## src/rtl/spi_pkg.sv

```systemverilog
// Shared types and defaults for the SPI master.
// Holds the FSM state encoding and default sizing.
package spi_pkg;

    localparam int DEF_DATA_WIDTH = 8;
    localparam int DEF_CLK_DIV    = 2;

    typedef enum logic [2:0] {
        S_IDLE,
        S_SETUP,
        S_LOW,
        S_HIGH,
        S_HOLD
    } state_t;

endpackage

```

## src/rtl/spi_clk_div.sv

```systemverilog
// Half-period counter for the SPI clock.
// Pulses tick_o once every CLK_DIV cycles while not cleared.
module spi_clk_div #(
    parameter int CLK_DIV = 2
) (
    input  logic clk,
    input  logic rst,
    input  logic clr_i,
    output logic tick_o
);

    localparam int CW = (CLK_DIV > 1) ? $clog2(CLK_DIV) : 1;
    localparam logic [CW-1:0] LAST = CW'(CLK_DIV - 1);

    logic [CW-1:0] cnt_q;
    logic [CW-1:0] cnt_d;

    // Tick on the last count of a half-period, then wrap.
    always_comb begin
        tick_o = 1'b0;
        cnt_d  = cnt_q + CW'(1);
        if (clr_i) begin
            cnt_d = '0;
        end else if (cnt_q == LAST) begin
            tick_o = 1'b1;
            cnt_d  = '0;
        end
    end

    // Counter register with synchronous reset.
    always_ff @(posedge clk) begin
        if (rst) begin
            cnt_q <= '0;
        end else begin
            cnt_q <= cnt_d;
        end
    end

endmodule

```

## src/rtl/spi_master.sv

```systemverilog
// SPI mode 3 master, MSB first, full duplex.
// FSM, shift registers and bit counter; all outputs registered.
module spi_master
    import spi_pkg::*;
#(
    parameter int DATA_WIDTH = DEF_DATA_WIDTH,
    parameter int CLK_DIV    = DEF_CLK_DIV
) (
    input  logic                  clk,
    input  logic                  rst,
    input  logic                  miso,
    input  logic [DATA_WIDTH-1:0] data_in,
    input  logic                  ready_send,
    output logic                  mosi,
    output logic                  sclk,
    output logic                  ss,
    output logic [DATA_WIDTH-1:0] data_out
);

    localparam int BW = $clog2(DATA_WIDTH + 1);
    localparam logic [BW-1:0] NBITS = BW'(DATA_WIDTH);

    state_t                state_q, state_d;
    logic [DATA_WIDTH-1:0] tx_q, tx_d;
    logic [DATA_WIDTH-1:0] rx_q, rx_d;
    logic [DATA_WIDTH-1:0] dout_q, dout_d;
    logic [BW-1:0]         bit_q, bit_d;
    logic                  ss_q, ss_d;
    logic                  sclk_q, sclk_d;
    logic                  mosi_q, mosi_d;
    logic                  tick;
    logic                  div_clr;

    // Divider is held cleared in IDLE so SETUP starts a full half-period.
    assign div_clr = (state_q == S_IDLE);

    spi_clk_div #(
        .CLK_DIV(CLK_DIV)
    ) u_div (
        .clk   (clk),
        .rst   (rst),
        .clr_i (div_clr),
        .tick_o(tick)
    );

    assign mosi     = mosi_q;
    assign sclk     = sclk_q;
    assign ss       = ss_q;
    assign data_out = dout_q;

    // Next-state and registered-output logic for the transfer sequence.
    always_comb begin
        state_d = state_q;
        tx_d    = tx_q;
        rx_d    = rx_q;
        dout_d  = dout_q;
        bit_d   = bit_q;
        ss_d    = ss_q;
        sclk_d  = sclk_q;
        mosi_d  = mosi_q;
        unique case (state_q)
            S_IDLE: begin
                ss_d   = 1'b0;
                sclk_d = 1'b1;
                if (ready_send) begin
                    tx_d    = data_in;
                    rx_d    = '0;
                    bit_d   = '0;
                    ss_d    = 1'b1;
                    state_d = S_SETUP;
                end
            end
            S_SETUP: begin
                if (tick) begin
                    sclk_d  = 1'b0;
                    mosi_d  = tx_q[DATA_WIDTH-1];
                    state_d = S_LOW;
                end
            end
            S_LOW: begin
                if (tick) begin
                    sclk_d  = 1'b1;
                    rx_d    = {rx_q[DATA_WIDTH-2:0], miso};
                    bit_d   = bit_q + BW'(1);
                    state_d = S_HIGH;
                end
            end
            S_HIGH: begin
                if (tick) begin
                    if (bit_q < NBITS) begin
                        tx_d    = tx_q << 1;
                        sclk_d  = 1'b0;
                        mosi_d  = tx_q[DATA_WIDTH-2];
                        state_d = S_LOW;
                    end else begin
                        state_d = S_HOLD;
                    end
                end
            end
            S_HOLD: begin
                if (tick) begin
                    ss_d    = 1'b0;
                    dout_d  = rx_q;
                    mosi_d  = 1'b0;
                    state_d = S_IDLE;
                end
            end
            default: begin
                state_d = S_IDLE;
            end
        endcase
    end

    // State and datapath registers; reset aborts any transfer at once.
    always_ff @(posedge clk) begin
        if (rst) begin
            state_q <= S_IDLE;
            tx_q    <= '0;
            rx_q    <= '0;
            dout_q  <= '0;
            bit_q   <= '0;
            ss_q    <= 1'b0;
            sclk_q  <= 1'b1;
            mosi_q  <= 1'b0;
        end else begin
            state_q <= state_d;
            tx_q    <= tx_d;
            rx_q    <= rx_d;
            dout_q  <= dout_d;
            bit_q   <= bit_d;
            ss_q    <= ss_d;
            sclk_q  <= sclk_d;
            mosi_q  <= mosi_d;
        end
    end

endmodule

```

## config.mk

```make
export PLATFORM = sky130hd
export DESIGN_NAME = spi_master
export DESIGN_NICKNAME = d
export VERILOG_FILES = /design/src/rtl/spi_pkg.sv /design/src/rtl/spi_clk_div.sv /design/src/rtl/spi_master.sv
export SDC_FILE = /design/constraint.sdc
export NUM_CORES = 1
export LEC_CHECK = 0
export BUFFER_PORTS_ARGS = -buffer_cell sky130_fd_sc_hd__buf_2
export CAP_MARGIN = 10
export CORE_MARGIN = 2
export CORE_UTILIZATION = 40
export CTS_CLUSTER_SIZE = 24
export DETAILED_ROUTE_END_ITERATION = 12
export SYNTH_ARGS = -nofsm -noshare
export SYNTH_HDL_FRONTEND = slang
export SYNTH_HIERARCHICAL = 1
export SYNTH_SLANG_ARGS = --single-unit
```

## constraint.sdc

```tcl
create_clock -name clk -period 5 [get_ports clk]
set_clock_uncertainty 0.05 [all_clocks]
set_input_delay 0.75 -clock clk [delete_from_list [all_inputs] [get_ports clk]]
set_output_delay 0.75 -clock clk [all_outputs]
set_load 0.01 [all_outputs]
```

==> flow_summary.yaml, run 1 <==
detailed_routing:
  wl_um: 3070
  dr.first_iter.drc_count: 92
  viasPerCell: 5.27
  via_count: 1275
  firstDrtPassIters: 4
  drc: 0
  antenna_left: 0
  wl_per_cell_um: 12.7
floorplan:
  die_area_um2: 4380
  start_util_pct: 41.9
  die_x_um: 66.2
  io_pins: 23
  core_um2: 3690
  num_rows: 22
  die_h_um: 66.2
finish:
  fin_util_pct: 47.3
  syn2layout_area_growth_pct: 13.0
  n_antenna_cell: 0
  drive_above_1_share_pct: 20.6
  nFillCells: 380
  nets: 206
  final_cells: 242
  multi_input_area_um2: 771
  regArea_um2: 701
  final_cell_area_um2: 1750
critical_path:
  crit_fanout: 23
  critical_path_class: "register to register"
  cp-start-kind: "register"
  cp.arrival_ns: 2.71
  regToRegEndpoint: "tx_q[0]"
  r2r_start: "state_q[1]"
  end_kind: "register"
  rrSetupSlack_ns: 2.38
  ff2ff_path_depth: 7
  worstPathRequired_ns: 5.10
yosys:
  synthesis.nets: 190
  yosys.area.top_type_share_pct: 45.3
  synth-async-reset-ratio_pct: 0
  syn_area_um2: 1550
  synth_area_leaders: "dfxtp_1 45%, nand2_1 7.8%, a21oi_1 7.1%, mux2i_1 5.2%, nand4_1 3.6%"
  ys_seq_area_share_pct: 45.3
  yosys.cell_count.top_type: "dfxtp_1"
  synth_top_area_cell: "dfxtp_1"
  synth.top_cells.by_count: "35 x dfxtp_1, 32 x nand2_1, 22 x a21oi_1"
  ys_warn_count: 6
  ys_ff_latch: 35
  syn_inst: 177
  synth_top_flop_cell: "dfxtp_1"
  synth_cell_types: 37
  synth_edf_count: 0
  avgSynthCellArea_um2: 8.73
clock_network:
  clkSinkCount: 35
  clockBufferDepth: 2
  clock_latency_ns: 0.29
  post_cts_buffers: 0
  ctsResizeCount: 0
  cts.reportedPaths.clkPinSlew_ns: 0.07
  cts_buffers: 5
  cts_tree: "done"
  hold_buffers: 0
  root_buffer: "clkbuf_8"
  htree_levels: 2
worst_hold_path:
  min_to: "data_out[0]"
  hold_depth: 2
  hp-class: "register to register"
  worstHoldStart: "data_out[0]"
global_routing:
  grt_overflow: 0
  grt_max_degree: 36
  grt_pass1_vias: 1176
  grt_pass1_wl_um: 5440
  antenna_found_initial: 0
  grt_util_all_layers_pct: 16.4
power:
  powerDensity_nw_per_um2: 312
  total_power_uw: 544
  p_leak_uw: 0.000667
  ir_drop_mv: 0.171
placement:
  placed_area_um2: 1660
  gp_congestion: 0.761
  port_buffers: 22
  place_inst: 234
  hpwlAfterDp_um: 2030
sta:
  finalSetupTns_ns: 0
  slew_viol_final: 0
  rsz0062_at_grt: "no"
  finalHoldViolCount: 0
  fmax_ghz: 0.382
  fin_crit_sh_pct: 52.3
  setup_viol: 0
  max_slew_margin_pct: 41.3
  fin_crit_ns: 2.62
  worstMarginPinSlew_ns: 0.877
flow_run:
  cap_violations: 0
status:
  outcome: "completed"
==> layout make-up <==
type	instances	share of cell area [%]
Clock buffer	5	3.94
Clock inverter	3	1.15
Inverter	2	0.430
Multi-Input combinational cell	126	44.2
Sequential cell	35	40.1
Tap cell	48	3.44
Timing Repair Buffer	23	6.74
==> power by group <==
part	switching, uW	internal, uW
Sequential	7.05	287
Clock	104	96.8
Combinational	28.8	19.5
==> flip-flops by register name, indices dropped and copies added (netlist names) <==
name         count
bit_q            4
data_out         8
mosi             1
rx_q             8
sclk             1
ss               1
state_q          3
tx_q             8
u_div/cnt_q      1
==> cells by family after synthesis <==
family	Yosys count	synth area share [%]
XOR/XNOR	3	1.70
buffers and inverters	16	4.78
AND/OR/NAND/NOR	72	22.8
flip-flops	35	45.3
adder cells (fa/ha/maj)	1	0.810
AO/OA/AOI/OAI	40	17.9
multiplexers	10	6.64
==> critical path, cell delays in order, from the launching register on <==
cell,delay [ns]
dfxtp_1,0.80
nor3_1,0.29
nor2b_1,0.17
buf_4,0.26
nand4b_1,0.18
a21oi_4,0.42
mux2i_1,0.24
nor2_1,0.06
==> metrics by stage <==
stage	setup slack (ns)	hold slack, ns
6_report	2.38	0.403
5_1_grt	2.12	0.422
4_1_cts	2.39	0.405
3_5_place_dp	2.40	0.394
3_3_place_gp	2.56	0.379
2_1_floorplan	3.03	0.348
==> routing by layer <==
layer / part of all wire [%] / up-vias / track usage [%]
met5: 0 / - / 0
met4: 0.94 / 0 / 6.12
met3: 3.6 / 5 / 5.62
met2: 44 / 21 / 24.1
met1: 51 / 589 / 22.2
li1: - / 660 / -
==> worst max path at each step <==
stage / depth (start not counted) / slack [ns] / end / startpoint
2_1_floorplan: 7 / 3.03 / bit_q[0] / state_q[1]
3_3_place_gp: 7 / 2.56 / tx_q[0] / state_q[1]
3_5_place_dp: 7 / 2.40 / tx_q[0] / state_q[1]
4_1_cts: 7 / 2.39 / tx_q[0] / state_q[1]
5_1_grt: 7 / 2.12 / tx_q[0] / state_q[1]
6_report: 7 / 2.38 / tx_q[0] / state_q[1]
==> placed cells by master (no fill, tap or decap), types with 3 or more instances in the layout <==
master    count
a211oi_1      6
a211oi_2      3
a21oi_1      22
buf_2        22
clkbuf_8      5
dfxtp_1      35
mux2i_1       8
nand2_1      32
nand3_1       3
nand4_1       9
nor2_1       12
(Power assumes the default switching activity.)
==> run 2: changes to the inputs <==
--- a/config.mk
+++ b/config.mk
@@ -5,6 +5,7 @@
 export SDC_FILE = /design/constraint.sdc
 export NUM_CORES = 1
 export LEC_CHECK = 0
+export ABC_AREA = 1
 export BUFFER_PORTS_ARGS = -buffer_cell sky130_fd_sc_hd__buf_2
 export CAP_MARGIN = 10
 export CORE_MARGIN = 2
==> constraint.sdc (replaced) <==
create_clock -name clk -period 2.56 [get_ports clk]
set_clock_uncertainty 0.05 [all_clocks]
set_input_delay 0.384 -clock clk [delete_from_list [all_inputs] [get_ports clk]]
set_output_delay 0.384 -clock clk [all_outputs]
set_load 0.01 [all_outputs]
==> flow_summary.yaml, run 2 <==
status:
  outcome: "completed"
clock_network:
  hold_buffers: 0
  cts.reportedPaths.clkPinSlew_ns: 0.07
  post_cts_buffers: 0
  htree_levels: 2
  cts_tree: "done"
  root_buffer: "clkbuf_8"
  clkSinkCount: 35
  clockBufferDepth: 2
  clock_latency_ns: 0.28
  cts_buffers: 5
  ctsResizeCount: 0
sta:
  setup_slack_ns: 0.558
  worstMarginPinSlew_ns: 0.630
  fin_crit_sh_pct: 78.2
  max_slew_margin_pct: 57.9
  setup_viol: 0
  fin_crit_ns: 2.00
  rsz0062_at_grt: "no"
  finalSetupTns_ns: 0
  finalHoldViolCount: 0
  fmax_ghz: 0.499
  slew_viol_final: 0
power:
  swShare_pct: 37.6
  p_leak_uw: 0.000848
  total_power_uw: 2190
  pwr-share-clk_pct: 26.9
  powerDensity_nw_per_um2: 1140
  power_frac_seq_pct: 37.1
  power_switching_uw: 823
  ir_drop_mv: 0.458
  p_int_uw: 1370
  pwr-share-comb_pct: 36.1
yosys:
  ys_warn_count: 6
  synth-simple-area-share_pct: 32.1
  synthesis.nets: 239
  synth_top_area_cell: "dfxtp_1"
  synth_top_family_by_area: "simple AND/OR/NAND/NOR gates"
  synth_compound_area_share_pct: 16.9
  syn_area_um2: 1650
  synth-async-reset-ratio_pct: 0
  ys_seq_area_share_pct: 42.5
  synth_area_leaders: "dfxtp_1 42%, nand2_1 10%, nand3_1 8.5%, a21oi_1 5.5%, nor2_1 5.5%"
  muxShareOfSynthArea_pct: 0
  synth_cell_types: 26
  synth.top_cells.by_count: "46 x nand2_1, 35 x dfxtp_1, 28 x nand3_1"
  ys_ff_latch: 35
  synth_xor_area_share_pct: 0
  synth_top_flop_cell: "dfxtp_1"
  synth_edf_count: 0
  yosys.cell_count.top_type: "nand2_1"
  yosys.area.top_type_share_pct: 42.5
  syn_inst: 226
  synth_fa_ha_area_share_pct: 0.758
  avgSynthCellArea_um2: 7.30
finish:
  fin_util_pct: 48.3
  nFillCells: 423
  multi_input_area_um2: 821
  layout_commonest_cell: "nand2_1"
  n_antenna_cell: 0
  drive_above_1_share_pct: 23.3
  regArea_um2: 701
  final_cell_mix: "46 x nand2_1, 35 x dfxtp_1, 28 x nand3_1, 24 x nor2_1, 22 x buf_2"
  syn2layout_area_growth_pct: 16.1
  nets: 261
global_routing:
  grt_pass1_vias: 1253
  antenna_found_initial: 0
  grt_max_degree: 26
  grt_pass1_wl_um: 5930
  grt_util_all_layers_pct: 17.2
  grt_overflow: 0
worst_hold_path:
  hp-class: "input pin to register"
floorplan:
  io_pins: 23
  core_um2: 3970
  die_x_um: 68.2
  start_util_pct: 41.6
  die_area_um2: 4660
  die_h_um: 68.2
  num_rows: 23
flow_run:
  cap_violations: 0
critical_path:
  cp.arrival_ns: 2.13
  end_kind: "register"
  critical_path_class: "register to register"
  cp-start-kind: "register"
  crit_fanout: 9
  worstPathRequired_ns: 2.69
detailed_routing:
  wl_per_cell_um: 11.0
  viasPerCell: 4.93
  antenna_left: 0
  wl_um: 3290
  dr.first_iter.drc_count: 80
  firstDrtPassIters: 4
  drc: 0
  via_count: 1473
placement:
  gp_congestion: 0.844
  hpwlAfterDp_um: 2340
  port_buffers: 22
  preCtsSetupSlack_ns: 0.574
==> run 2: cell count changes after synthesis, moves of 10 or more <==
cell	before	now
inv_1	2	12
nand3_1	3	28
o21ai_1	0	14
nand2_1	32	46
nor2_1	12	24
==> run 2: layer usage <==
| metal | up-vias | GRT usage, % | share of wire (%) |
|---|---|---|---|
| li1 | 786 | - | - |
| met3 | 4 | 4.44 | 3.8 |
| met2 | 22 | 24.8 | 43 |
| met5 | - | 0 | 0 |
| met4 | 0 | 7.50 | 0.88 |
| met1 | 661 | 24.0 | 52 |
==> run 2: area by class of cell <==
type | instances | share of cell area [%]
Clock inverter | 2 | 3.13
Tap cell | 50 | 3.26
Clock buffer | 6 | 3.79
Inverter | 18 | 3.52
Sequential cell | 35 | 36.6
Multi-Input combinational cell | 163 | 42.8
Timing Repair Buffer | 25 | 6.92
==> run 2: final timing paths <==
path | endpoint | startpoint | slack, ns | cells after the start
setup / recovery | tx_q[0] | state_q[2] | 0.56 | 11
hold reg to reg | data_out[2] | data_out[2] | 0.41 | 2
hold / removal | rx_q[0] | miso | 0.34 | 3
setup reg to reg | tx_q[0] | state_q[2] | 0.56 | 11
==> run 2: logic make-up after synthesis <==
family	Yosys count
buffers and inverters	28
adders and majority gates	1
and+or+nand+nor	113
AOI/OAI and AO/OA	49
DFF	35
==> run 2: per-stage QoR <==
step	instance area, um^2	instances	hold slack (ns)
6_report	1920	299	0.338
5_1_grt	1920	299	0.353
4_1_cts	1920	299	0.322
3_5_place_dp	1780	291	0.403
3_3_place_gp	1780	291	0.401
2_1_floorplan	1650	226	0.401
==> run 2: worst max-delay path, cell delays in order, from the launching register on <==
cell	delay, ns
dfxtp_1	0.53
inv_2	0.08
nand2_2	0.13
inv_1	0.08
nor2_1	0.27
nor2_1	0.12
nand2_2	0.08
nand2_2	0.09
a21oi_4	0.26
nand2_1	0.08
nand2_1	0.07
nor2_1	0.04
==> run 2: power by group through the flow <==
stage	combinational [uW]	sequential, uW	clock, uW
floorplan	689	801	0
global placement	800	823	0
detailed placement	799	822	0
CTS	801	811	606
global route	915	834	632
finish	790	812	588
==> run 3: changes to the inputs <==
==> constraint.sdc (replaced) <==
create_clock -name clk -period 1.9 [get_ports clk]
set_clock_uncertainty 0.05 [all_clocks]
set_input_delay 0.285 -clock clk [delete_from_list [all_inputs] [get_ports clk]]
set_output_delay 0.285 -clock clk [all_outputs]
set_load 0.01 [all_outputs]
==> flow_summary.yaml, run 3 (synthesized netlist as in run 2, its figures left out) <==
detailed_routing:
  viasPerCell: 4.89
  drc: 0
  wl_per_cell_um: 11.5
  via_count: 1491
  antenna_left: 0
  firstDrtPassIters: 4
  wl_um: 3510
  dr.first_iter.drc_count: 130
clock_network:
  clockBufferDepth: 2
  hold_buffers: 0
  cts_tree: "done"
  cts.reportedPaths.clkPinSlew_ns: 0.07
  root_buffer: "clkbuf_8"
  clkSinkCount: 35
  post_cts_buffers: 0
  htree_levels: 2
  cts_buffers: 5
  clock_latency_ns: 0.29
global_routing:
  antenna_found_initial: 0
  grt_max_degree: 26
  grt_overflow: 0
  grt_pass1_vias: 1286
  grt_util_all_layers_pct: 17.4
  grt_pass1_wl_um: 6010
power:
  ir_drop_mv: 0.516
  swShare_pct: 41.2
  pwr-share-clk_pct: 18.8
  p_leak_uw: 0.000854
  power_frac_seq_pct: 39.1
  power_switching_uw: 1140
  p_int_uw: 1630
  powerDensity_nw_per_um2: 1440
  pwr-share-comb_pct: 42.0
critical_path:
  crit_fanout: 9
  critPathBufInv: 1
  ff2ff_path_depth: 11
  max_stage_delay_ns: 0.35
  cp-start-kind: "register"
  cp_common_cell: "nand2_2"
  critPathTopFamily: "simple AND/OR/NAND/NOR gates"
  cp_cell_sequence: "nor2_2 -> nand2_2 -> inv_1 -> nor2_2 -> nor2_1 -> nand2_2 -> nand2_2 -> a21oi_4 -> nand2_1 -> nand2_1 -> nor2_1"
  rrSetupSlack_ns: 0.24
  critical_path_class: "register to register"
  path_depth: 11
  regToRegEndpoint: "tx_q[0]"
  critPathSlowestCell: "dfxtp_1"
  end_kind: "register"
  worstPathRequired_ns: 2.03
  cp.arrival_ns: 1.79
  r2r_start: "state_q[1]"
floorplan:
  io_pins: 23
  die_x_um: 68.2
  core_um2: 3970
  die_area_um2: 4660
  num_rows: 23
  start_util_pct: 41.6
  die_h_um: 68.2
status:
  outcome: "completed"
placement:
  hpwlAfterDp_um: 2450
  preCtsSetupSlack_ns: 0.130
  port_buffers: 22
  gp_congestion: 0.889
finish:
  regArea_um2: 701
  layout_commonest_cell: "nand2_1"
  final_cell_mix: "46 x nand2_1, 35 x dfxtp_1, 28 x nand3_1, 23 x nor2_1, 22 x buf_2"
  multi_input_area_um2: 823
  nets: 267
  syn2layout_area_growth_pct: 16.1
  nFillCells: 425
  drive_above_1_share_pct: 25.5
  fin_util_pct: 48.3
  n_antenna_cell: 0
sta:
  finalSetupTns_ns: 0
  setup_viol: 0
  finalHoldViolCount: 0
  fin_crit_sh_pct: 87.3
  max_slew_margin_pct: 75.4
  fmax_ghz: 0.603
  slew_viol_final: 0
  rsz0062_at_grt: "no"
  fin_crit_ns: 1.66
  setup_slack_ns: 0.240
  worstMarginPinSlew_ns: 0.368
worst_hold_path:
  hold_depth: 3
  hp-class: "input pin to register"
  worstHoldStart: "miso"
  min_to: "rx_q[0]"
flow_run:
  cap_violations: 0
==> run 3: power groups by stage <==
| stage | clock network [uW] | logic [uW] | registers [uW] |
|---|---|---|---|
| 3_5_place_dp | 0 | 1160 | 1100 |
| 3_3_place_gp | 0 | 1160 | 1100 |
| 6_report | 520 | 1160 | 1080 |
| 5_1_grt | 560 | 1320 | 1110 |
| 2_1_floorplan | 0 | 929 | 1080 |
| 4_1_cts | 536 | 1160 | 1080 |
==> run 3: final cells by class <==
type,count,share of cell area [%]
clock buffer,6,3.79
sequential,35,36.6
timing repair buffer,31,9.27
clock inverter,2,0.653
inverter,18,3.52
tap,50,3.26
multi-input combinational,163,43.0
==> run 3: what timing repair did <==
item,in CTS,in global routing
setup endpoints to repair,0,10
hold endpoints to repair,0,0
gates resized for setup,0,1
==> run 3: layer usage <==
layer / global-route usage, % / vias up / share of wire (%)
li1: - / 794 / -
met1: 24.0 / 663 / 51
met5: 0 / - / 0
met2: 25.6 / 30 / 43
met3: 4.93 / 4 / 4.7
met4: 6.75 / 0 / 1.6
==> run 3: worst reg2reg max path: cells and delay by family (launching register included) <==
kind | cells | cell delay (ns)
AOI/OAI and AO/OA | 1 | 0.26
and+or+nand+nor | 9 | 0.83
buffers and inverters | 1 | 0.06
DFF | 1 | 0.35
==> run 3: worst max path at each step <==
| stage | startpoint | end | slack, ns |
|---|---|---|---|
| floorplan | state_q[2] | tx_q[0] | 0.06 |
| detailed placement | state_q[2] | tx_q[0] | 0.13 |
| global placement | state_q[1] | tx_q[0] | 0.13 |
| global route | state_q[1] | state_q[1] | 0.01 |
| finish | state_q[1] | tx_q[0] | 0.24 |
| CTS | state_q[2] | tx_q[0] | 0.11 |
==> run 3: through the flow <==
step	power, uW	hold slack (ns)	cells	cell area, um^2
final	2760	0.232	305	1920
after global routing	2990	0.253	305	1920
after CTS	2780	0.223	305	1910
after detailed placement	2250	0.402	297	1830
after global placement	2250	0.398	297	1830
after floorplan	2010	0.302	226	1650
